===== src/rtl/riscv_pkg.sv =====
// Shared definitions for the out-of-order core: internal opcode encoding,
// default RS/RoB widths and the "no dependency" tag helper.
package riscv_pkg;

    localparam int unsigned RS_WIDTH_DEF  = 2;
    localparam int unsigned ROB_WIDTH_DEF = 3;

    // Internal opcode encoding shared by dispatcher, RS, LSB and ALU (1..37).
    typedef enum logic [6:0] {
        OP_INVALID = 7'd0,
        LUI = 7'd1, AUIPC, JAL, JALR,
        BEQ, BNE, BLT, BGE, BLTU, BGEU,
        LB, LH, LW, LBU, LHU,
        SB, SH, SW,
        ADDI, SLTI, SLTIU, XORI, ORI, ANDI, SLLI, SRLI, SRAI,
        ADD, SUB, SLL, SLT, SLTU, XOR, SRL, SRA, ORR, ANDR
    } opcode_e;

    // Tag value meaning "operand value present, nothing to wait for".
    function automatic int unsigned non_dep(input int unsigned rob_width);
        return 32'd1 << rob_width;
    endfunction

endpackage


===== src/rtl/rs_select.sv =====
// Combinational picker: grants the ready slot with the largest age,
// ties resolved toward the lowest index. All-zero ages give plain
// lowest-index priority. Shared with the load/store buffer.
module rs_select #(
    parameter int unsigned SEL_WIDTH = 2,
    parameter int unsigned AGE_WIDTH = 2
) (
    input  logic [(1<<SEL_WIDTH)-1:0]                ready_in,
    input  logic [(1<<SEL_WIDTH)-1:0][AGE_WIDTH-1:0] age_in,
    output logic                                     grant_valid,
    output logic [SEL_WIDTH-1:0]                     grant_index
);

    localparam int unsigned N = 1 << SEL_WIDTH;

    logic [AGE_WIDTH-1:0] best_age;

    // Scan upward; a later slot only wins with a strictly larger age.
    always_comb begin
        grant_valid = 1'b0;
        grant_index = '0;
        best_age    = '0;
        for (int unsigned i = 0; i < N; i++) begin
            if (ready_in[i] && (!grant_valid || age_in[i] > best_age)) begin
                grant_valid = 1'b1;
                grant_index = SEL_WIDTH'(i);
                best_age    = age_in[i];
            end
        end
    end

endmodule


===== src/rtl/reservation_station.sv =====
// ALU reservation station: buffers ALU-class ops from the dispatcher,
// wakes operands from the ALU and load CDB ports, and issues one ready
// entry per cycle to the ALU through registered outputs.
// Optional: define RS_OLDEST_FIRST_EN for age-based (oldest-first) select.
module reservation_station
    import riscv_pkg::*;
#(
    parameter int unsigned RS_WIDTH  = RS_WIDTH_DEF,
    parameter int unsigned RoB_WIDTH = ROB_WIDTH_DEF
) (
    input  logic                 clk_in,
    input  logic                 rst_n_in,
    input  logic                 rdy_in,
    input  logic                 flush_in,
    input  logic                 newEntry_en,
    input  logic [RoB_WIDTH-1:0] newEntry_robEntry,
    input  logic [6:0]           newEntry_opcode,
    input  logic [31:0]          newEntry_Vj,
    input  logic [31:0]          newEntry_Vk,
    input  logic [RoB_WIDTH:0]   newEntry_Qj,
    input  logic [RoB_WIDTH:0]   newEntry_Qk,
    input  logic [31:0]          newEntry_imm,
    input  logic [31:0]          newEntry_pc,
    output logic                 isFull,
    input  logic                 cdb_alu_en,
    input  logic [RoB_WIDTH-1:0] cdb_alu_robEntry,
    input  logic [31:0]          cdb_alu_value,
    input  logic                 cdb_lsb_en,
    input  logic [RoB_WIDTH-1:0] cdb_lsb_robEntry,
    input  logic [31:0]          cdb_lsb_value,
    output logic                 ALU_en,
    output logic [RoB_WIDTH-1:0] ALU_robEntry,
    output logic [6:0]           ALU_opcode,
    output logic [31:0]          ALU_Vj,
    output logic [31:0]          ALU_Vk,
    output logic [31:0]          ALU_imm,
    output logic [31:0]          ALU_pc
);

    localparam int unsigned N     = 1 << RS_WIDTH;
    localparam int unsigned TAG_W = RoB_WIDTH + 1;
    localparam logic [RoB_WIDTH:0] NON_DEP = TAG_W'(non_dep(RoB_WIDTH));

    logic [N-1:0]                busy_q, busy_d;
    logic [N-1:0][6:0]           op_q, op_d;
    logic [N-1:0][31:0]          vj_q, vj_d, vk_q, vk_d, imm_q, imm_d, pc_q, pc_d;
    logic [N-1:0][RoB_WIDTH:0]   qj_q, qj_d, qk_q, qk_d;
    logic [N-1:0][RoB_WIDTH-1:0] rob_q, rob_d;
`ifdef RS_OLDEST_FIRST_EN
    logic [N-1:0][RS_WIDTH-1:0]  age_q, age_d;
`endif
    logic [N-1:0][RS_WIDTH-1:0]  sel_age;

    logic                 alu_en_q, alu_en_d;
    logic [RoB_WIDTH-1:0] alu_rob_q, alu_rob_d;
    logic [6:0]           alu_op_q, alu_op_d;
    logic [31:0]          alu_vj_q, alu_vj_d, alu_vk_q, alu_vk_d;
    logic [31:0]          alu_imm_q, alu_imm_d, alu_pc_q, alu_pc_d;

    logic [RS_WIDTH:0]    free_cnt;
    logic [RS_WIDTH-1:0]  free_idx;
    logic                 have_free;
    logic [N-1:0]         ready_vec;
    logic                 grant_valid;
    logic [RS_WIDTH-1:0]  grant_index;

    // Tag bit RoB_WIDTH set means no dependency; ALU port wins a tag tie.
    function automatic logic [RoB_WIDTH+32:0] wake(input logic [RoB_WIDTH:0] q_in,
                                                   input logic [31:0]        v_in);
        logic [RoB_WIDTH+32:0] r;
        r = {q_in, v_in};
        if (cdb_alu_en && q_in == {1'b0, cdb_alu_robEntry})
            r = {NON_DEP, cdb_alu_value};
        else if (cdb_lsb_en && q_in == {1'b0, cdb_lsb_robEntry})
            r = {NON_DEP, cdb_lsb_value};
        return r;
    endfunction

    // Free-slot count, lowest free slot, back-pressure and ready vector.
    always_comb begin
        free_cnt  = '0;
        free_idx  = '0;
        have_free = 1'b0;
        ready_vec = '0;
        for (int unsigned i = 0; i < N; i++) begin
            if (!busy_q[i]) begin
                free_cnt = free_cnt + (RS_WIDTH+1)'(1);
                if (!have_free) begin
                    have_free = 1'b1;
                    free_idx  = RS_WIDTH'(i);
                end
            end
            ready_vec[i] = busy_q[i] && qj_q[i][RoB_WIDTH] && qk_q[i][RoB_WIDTH];
        end
        isFull = (free_cnt == '0) || (free_cnt == (RS_WIDTH+1)'(1) && newEntry_en);
    end

`ifdef RS_OLDEST_FIRST_EN
    assign sel_age = age_q;
`else
    assign sel_age = '0;
`endif

    rs_select #(
        .SEL_WIDTH (RS_WIDTH),
        .AGE_WIDTH (RS_WIDTH)
    ) u_select (
        .ready_in    (ready_vec),
        .age_in      (sel_age),
        .grant_valid (grant_valid),
        .grant_index (grant_index)
    );

    // Next state: flush beats everything; else wakeup, issue, then write.
    // Select and free-slot choice both use pre-edge busy, so the issuing
    // slot is never reused in the same cycle.
    always_comb begin
        busy_d = busy_q;  op_d = op_q;  rob_d = rob_q;
        vj_d = vj_q;  vk_d = vk_q;  qj_d = qj_q;  qk_d = qk_q;
        imm_d = imm_q;  pc_d = pc_q;
`ifdef RS_OLDEST_FIRST_EN
        age_d = age_q;
`endif
        alu_en_d = alu_en_q;  alu_rob_d = alu_rob_q;  alu_op_d = alu_op_q;
        alu_vj_d = alu_vj_q;  alu_vk_d = alu_vk_q;
        alu_imm_d = alu_imm_q;  alu_pc_d = alu_pc_q;

        if (rdy_in) begin
            if (flush_in) begin
                busy_d   = '0;
                alu_en_d = 1'b0;
            end else begin
                for (int unsigned i = 0; i < N; i++) begin
                    if (busy_q[i]) begin
                        {qj_d[i], vj_d[i]} = wake(qj_q[i], vj_q[i]);
                        {qk_d[i], vk_d[i]} = wake(qk_q[i], vk_q[i]);
                    end
                end

                alu_en_d = grant_valid;
                if (grant_valid) begin
                    busy_d[grant_index] = 1'b0;
                    alu_rob_d = rob_q[grant_index];
                    alu_op_d  = op_q[grant_index];
                    alu_vj_d  = vj_q[grant_index];
                    alu_vk_d  = vk_q[grant_index];
                    alu_imm_d = imm_q[grant_index];
                    alu_pc_d  = pc_q[grant_index];
                end

                if (newEntry_en && have_free) begin
`ifdef RS_OLDEST_FIRST_EN
                    // Saturate rather than wrap so a long-waiting entry
                    // never looks younger than one written after it.
                    for (int unsigned i = 0; i < N; i++) begin
                        if (busy_q[i] && age_q[i] != '1)
                            age_d[i] = age_q[i] + RS_WIDTH'(1);
                    end
                    age_d[free_idx] = '0;
`endif
                    busy_d[free_idx] = 1'b1;
                    op_d[free_idx]   = newEntry_opcode;
                    rob_d[free_idx]  = newEntry_robEntry;
                    imm_d[free_idx]  = newEntry_imm;
                    pc_d[free_idx]   = newEntry_pc;
                    {qj_d[free_idx], vj_d[free_idx]} = wake(newEntry_Qj, newEntry_Vj);
                    {qk_d[free_idx], vk_d[free_idx]} = wake(newEntry_Qk, newEntry_Vk);
                end
            end
        end
    end

    // State registers with asynchronous active-low reset.
    always_ff @(posedge clk_in or negedge rst_n_in) begin
        if (!rst_n_in) begin
            busy_q <= '0;  op_q <= '0;  rob_q <= '0;
            vj_q <= '0;  vk_q <= '0;  qj_q <= '0;  qk_q <= '0;
            imm_q <= '0;  pc_q <= '0;
`ifdef RS_OLDEST_FIRST_EN
            age_q <= '0;
`endif
            alu_en_q <= 1'b0;  alu_rob_q <= '0;  alu_op_q <= '0;
            alu_vj_q <= '0;  alu_vk_q <= '0;  alu_imm_q <= '0;  alu_pc_q <= '0;
        end else begin
            busy_q <= busy_d;  op_q <= op_d;  rob_q <= rob_d;
            vj_q <= vj_d;  vk_q <= vk_d;  qj_q <= qj_d;  qk_q <= qk_d;
            imm_q <= imm_d;  pc_q <= pc_d;
`ifdef RS_OLDEST_FIRST_EN
            age_q <= age_d;
`endif
            alu_en_q <= alu_en_d;  alu_rob_q <= alu_rob_d;  alu_op_q <= alu_op_d;
            alu_vj_q <= alu_vj_d;  alu_vk_q <= alu_vk_d;
            alu_imm_q <= alu_imm_d;  alu_pc_q <= alu_pc_d;
        end
    end

    assign ALU_en       = alu_en_q;
    assign ALU_robEntry = alu_rob_q;
    assign ALU_opcode   = alu_op_q;
    assign ALU_Vj       = alu_vj_q;
    assign ALU_Vk       = alu_vk_q;
    assign ALU_imm      = alu_imm_q;
    assign ALU_pc       = alu_pc_q;

endmodule


===== config.mk =====
export PLATFORM = sky130hd
export DESIGN_NAME = reservation_station
export DESIGN_NICKNAME = d
export VERILOG_FILES = /design/src/rtl/riscv_pkg.sv /design/src/rtl/rs_select.sv /design/src/rtl/reservation_station.sv
export SDC_FILE = /design/constraint.sdc
export NUM_CORES = 2
export LEC_CHECK = 0
export ABC_AREA = 1
export CORE_UTILIZATION = 35
export CTS_CLUSTER_SIZE = 20
export DETAILED_ROUTE_END_ITERATION = 8
export SETUP_SLACK_MARGIN = 0.5
export SLEW_MARGIN = 20
export SYNTH_ARGS = -nofsm -noshare
export SYNTH_HDL_FRONTEND = slang
export SYNTH_SLANG_ARGS = --single-unit

===== constraint.sdc =====
create_clock -name clk_in -period 3 [get_ports clk_in]
set_input_delay 0.6 -clock clk_in [delete_from_list [all_inputs] [get_ports clk_in]]
set_output_delay 0.6 -clock clk_in [all_outputs]
set_load 0.05 [all_outputs]

==> results.cfg <==
[cts]
clk_pin_slew_worst_paths_ns = 0.06
cts.sink_count = 727
tritoncts = yes
cts-root-to-sink-buffers = 3
cts-buffers-inserted = 87
clk_latency_ns = 0.71
cts_root_buf = sky130_fd_sc_hd__clkbuf_16
cts.htree.levels = 3

[setup_path]
path_max_fanout = 4
slowest_stage = sky130_fd_sc_hd__dfrtp_2
worstSetupStartpointType = flop
rrSetupSlack_ns = 0.57
timing.setup.critical_path_class = reg2out
timing.critical_path.cells = inv_2, ha_4, xnor2_4, ha_1, nand2_1, xnor2_2, o221a_4, buf_12
reg2reg_from = busy_q[0]$_DFFE_PN0P_
worstSetupEndpointType = primary output
critPathMaxStageDelay_ns = 0.44
worst_path_required_ns = 2.40
critical_path.reg2reg.endpoint = ALU_Vj[9]$_DFFE_PN0P_
worst-endpoint-arrival_ns = 2.43
worst_reg2reg_path_length_in_cells = 11

[placement]
place.detailed.hpwl_um = 116000
gpl.final_weighted_congestion = 0.942
post_dp_cell_area_mm2 = 0.0498
place.port_buffers = 362

[global_routing]
groute.layer.met3.usage_pct = 6.19
first_global_vias = 43000
grt_use_total_pct = 28.1
groute.layer.met1.usage_pct = 37.8
grt_remaining_overflow = 0
met2_usage_pct = 42.7
antenna_violations_before_repair = 13
wire_length_of_the_first_global_routing_pass_um = 271000
layer_with_the_highest_usage_after_global_routing = met2
grt_start_max_net_pins = 93

[power_and_ir_drop]
p_leak_nw = 26.2
net-switching-power_mw = 16.8
powerDensity_mw_per_mm2 = 771
sw_frac_of_total_pct = 41.3
p_comb_share_pct = 36.9
max-vdd-ir-drop_mv = 0.695
clkPwrFrac_pct = 26.3
p_total_mw = 40.6
power.internal_mw = 23.9
seq_power_share_pct = 36.8

[logic_synthesis]
synth_seq_area_share_pct = 41.9
synth_top_area_share_pct = 41.9
synth_most_common_cell = sky130_fd_sc_hd__nand2_1
syn_nets = 6643
post_synthesis_cell_count = 6415
post_synth.cell_area_avg_um2 = 6.77
asyncSetResetFlopFracSynth_pct = 100
yosysWarningCount = 0
netlist.top_cell.by_area = sky130_fd_sc_hd__dfrtp_1
mappedNetlistArea_mm2 = 0.0434
number_of_enable_type_register_cells_in_the_synthesized_netlist = 0
postSynthRegisterBits = 727
ys_types = 35
synth.area.top_cells = sky130_fd_sc_hd__dfrtp_1 42%, sky130_fd_sc_hd__nand2_1 16%, sky130_fd_sc_hd__nand3_1 11%
post_synth_most_frequent_cells = 1869 x sky130_fd_sc_hd__nand2_1, 988 x sky130_fd_sc_hd__nand3_1, 760 x sky130_fd_sc_hd__inv_1
yosys_most_used_dff = sky130_fd_sc_hd__dfrtp_1

[routing]
dr.first_iter.drc_count = 5809
detailroute.via_count = 45400
detail_route.first_pass.iterations = 8
drt-vias-per-instance = 5.45
postRouteWirelength_um = 179000
wl_per_cell_um = 21.6
ant_nets = 0
drc_violations_left = 2

[floorplan]
core-area_mm2 = 0.123
start_util_pct = 35.5
floorplan.die_area_mm2 = 0.126
row_count = 128
die_h_um = 354
dieWidth_um = 354
pin_count = 363

[timing]
setup_slack_ns = -0.0296
worst_slew_margin_rel_pct = 45.0
hold_viol_final = 0
fmaxAchievable_mhz = 330
finalClockSkew_ns = 0.0592
final_min_period_over_clock_period_pct = 101
tightest_slew_ns = 0.822
slew_violations = 0
setup_viol = 1
rsz0062_at_grt = true
setup-tns-final_ns = -0.0296
period_needed_ns = 3.03

[job]
maxCapViolCount = 0

[cells_and_area]
final_design_utilization_pct = 43.0
cell_area_after_layout_mm2 = 0.0526
finish.net_count = 6852
n_fill_cell = 12600
layout-area-overhead-vs-synth_pct = 21.1
fraction_of_layout_instances_using_a_drive_strength_above_1_pct = 6.60

[status]
result_of_the_run = finished with violations
violations = DRC, setup timing

[worst_hold_path]
worst_hold_path_type = in2async
[registers in the layout, indices dropped and copies added (netlist names)]
signal / count
ALU_robEntry: 3
rob_q: 12
qj_q: 16
ALU_opcode: 7
op_q: 28
vk_q: 128
pc_q: 128
ALU_Vj: 32
qk_q: 16
ALU_pc: 32
imm_q: 128
ALU_en: 1
ALU_Vk: 32
busy_q: 4
ALU_imm: 32
vj_q: 128
[final cells by class]
class / instances / area, um^2 / share of cell area [%]
antenna: 9 / 22.5 / 0.0428
inverter: 783 / 2970 / 5.63
timing repair buffer: 583 / 6310 / 12.0
sequential: 727 / 18200 / 34.6
tap: 1625 / 2030 / 3.86
clock buffer: 125 / 2480 / 4.71
clock inverter: 26 / 315 / 0.599
multi-input combinational: 4442 / 20300 / 38.6
[placed cells by master, fill, tap and decap left out, types with 7 or more instances in the layout]
cell type	n
sky130_fd_sc_hd__xor2_1	7
sky130_fd_sc_hd__nor2_2	19
sky130_fd_sc_hd__nand4_1	84
sky130_fd_sc_hd__nand3_1	988
sky130_fd_sc_hd__buf_4	130
sky130_fd_sc_hd__nor2_1	482
sky130_fd_sc_hd__o21ai_0	382
sky130_fd_sc_hd__clkinv_2	14
sky130_fd_sc_hd__diode_2	9
sky130_fd_sc_hd__nor3_1	84
sky130_fd_sc_hd__inv_1	758
sky130_fd_sc_hd__inv_2	16
sky130_fd_sc_hd__o21ai_1	19
sky130_fd_sc_hd__clkdlybuf4s50_1	261
sky130_fd_sc_hd__buf_12	86
sky130_fd_sc_hd__nor2_4	10
sky130_fd_sc_hd__dlygate4sd2_1	86
sky130_fd_sc_hd__o211ai_1	203
sky130_fd_sc_hd__nand2_2	15
sky130_fd_sc_hd__nand2_1	1866
sky130_fd_sc_hd__nand2_4	7
sky130_fd_sc_hd__a21oi_1	234
sky130_fd_sc_hd__clkbuf_16	88
sky130_fd_sc_hd__dfrtp_1	723
sky130_fd_sc_hd__clkbuf_8	14
sky130_fd_sc_hd__o22ai_1	20
sky130_fd_sc_hd__clkbuf_1	23
sky130_fd_sc_hd__dlymetal6s2s_1	13
[cell families after synthesis]
| kind of cell | synth area share, % |
|---|---|
| buffers and inverters | 11.7 |
| DFF | 41.9 |
| and+or+nand+nor | 34.7 |
| xor gates and xnor gates | 0.202 |
| adders and majority gates | 0.144 |
| AOI/OAI and AO/OA | 11.3 |
[per-stage QoR]
stage,hold WS [ns],cells,setup WS [ns]
after floorplan,0.304,6415,0.574
after global placement,0.462,8152,0.177
after detailed placement,0.465,8152,0.177
after CTS,0.439,8309,-0.0376
after global routing,0.462,8318,-0.145
final,0.456,8320,-0.0296
[how the worst max path moves through the flow]
stage,startpoint,end,depth (start not counted)
final,busy_q[1]$_DFFE_PN0P_,isFull,8
after global routing,busy_q[1]$_DFFE_PN0P_,isFull,8
after CTS,busy_q[1]$_DFFE_PN0P_,isFull,8
after detailed placement,rdy_in,vj_q[27]$_DFFE_PN0P_,9
after global placement,rdy_in,vj_q[27]$_DFFE_PN0P_,9
after floorplan,busy_q[0]$_DFFE_PN0P_,isFull,8
[repair_timing]
item	in CTS	in global routing
resized for setup	92	19
setup buffers	5	2
setup endpoints to repair	89	246
hold endpoints to repair	24	0
hold buffers	1	0
pin swaps	1	1
[power by group through the flow]
stage          registers [mW]  logic (mW)  clock network, mW
3_5_place_dp             15.1        15.2                  0
6_report                 15.0        15.0               10.7
3_3_place_gp             15.0        15.0                  0
5_1_grt                  15.3        16.3               11.2
2_1_floorplan            17.9        6.58                  0
4_1_cts                  14.9        14.9               10.8
[critical path: cells and delay by family, from the launching register on]
| family | cells | cell delay, ns |
|---|---|---|
| compound gates | 1 | 0.27 |
| xor+xnor | 2 | 0.31 |
| fa+ha+maj | 2 | 0.39 |
| buf+inv | 2 | 0.24 |
| flops | 1 | 0.44 |
| simple gates | 1 | 0.08 |
[metal layers]
metal,vias to the layer above,part of all wire (%)
met5,-,0.024
met4,8,4.5
met3,536,10
met2,2566,44
met1,21300,42
li1,21000,-
Power figures use the tool's default switching activity.
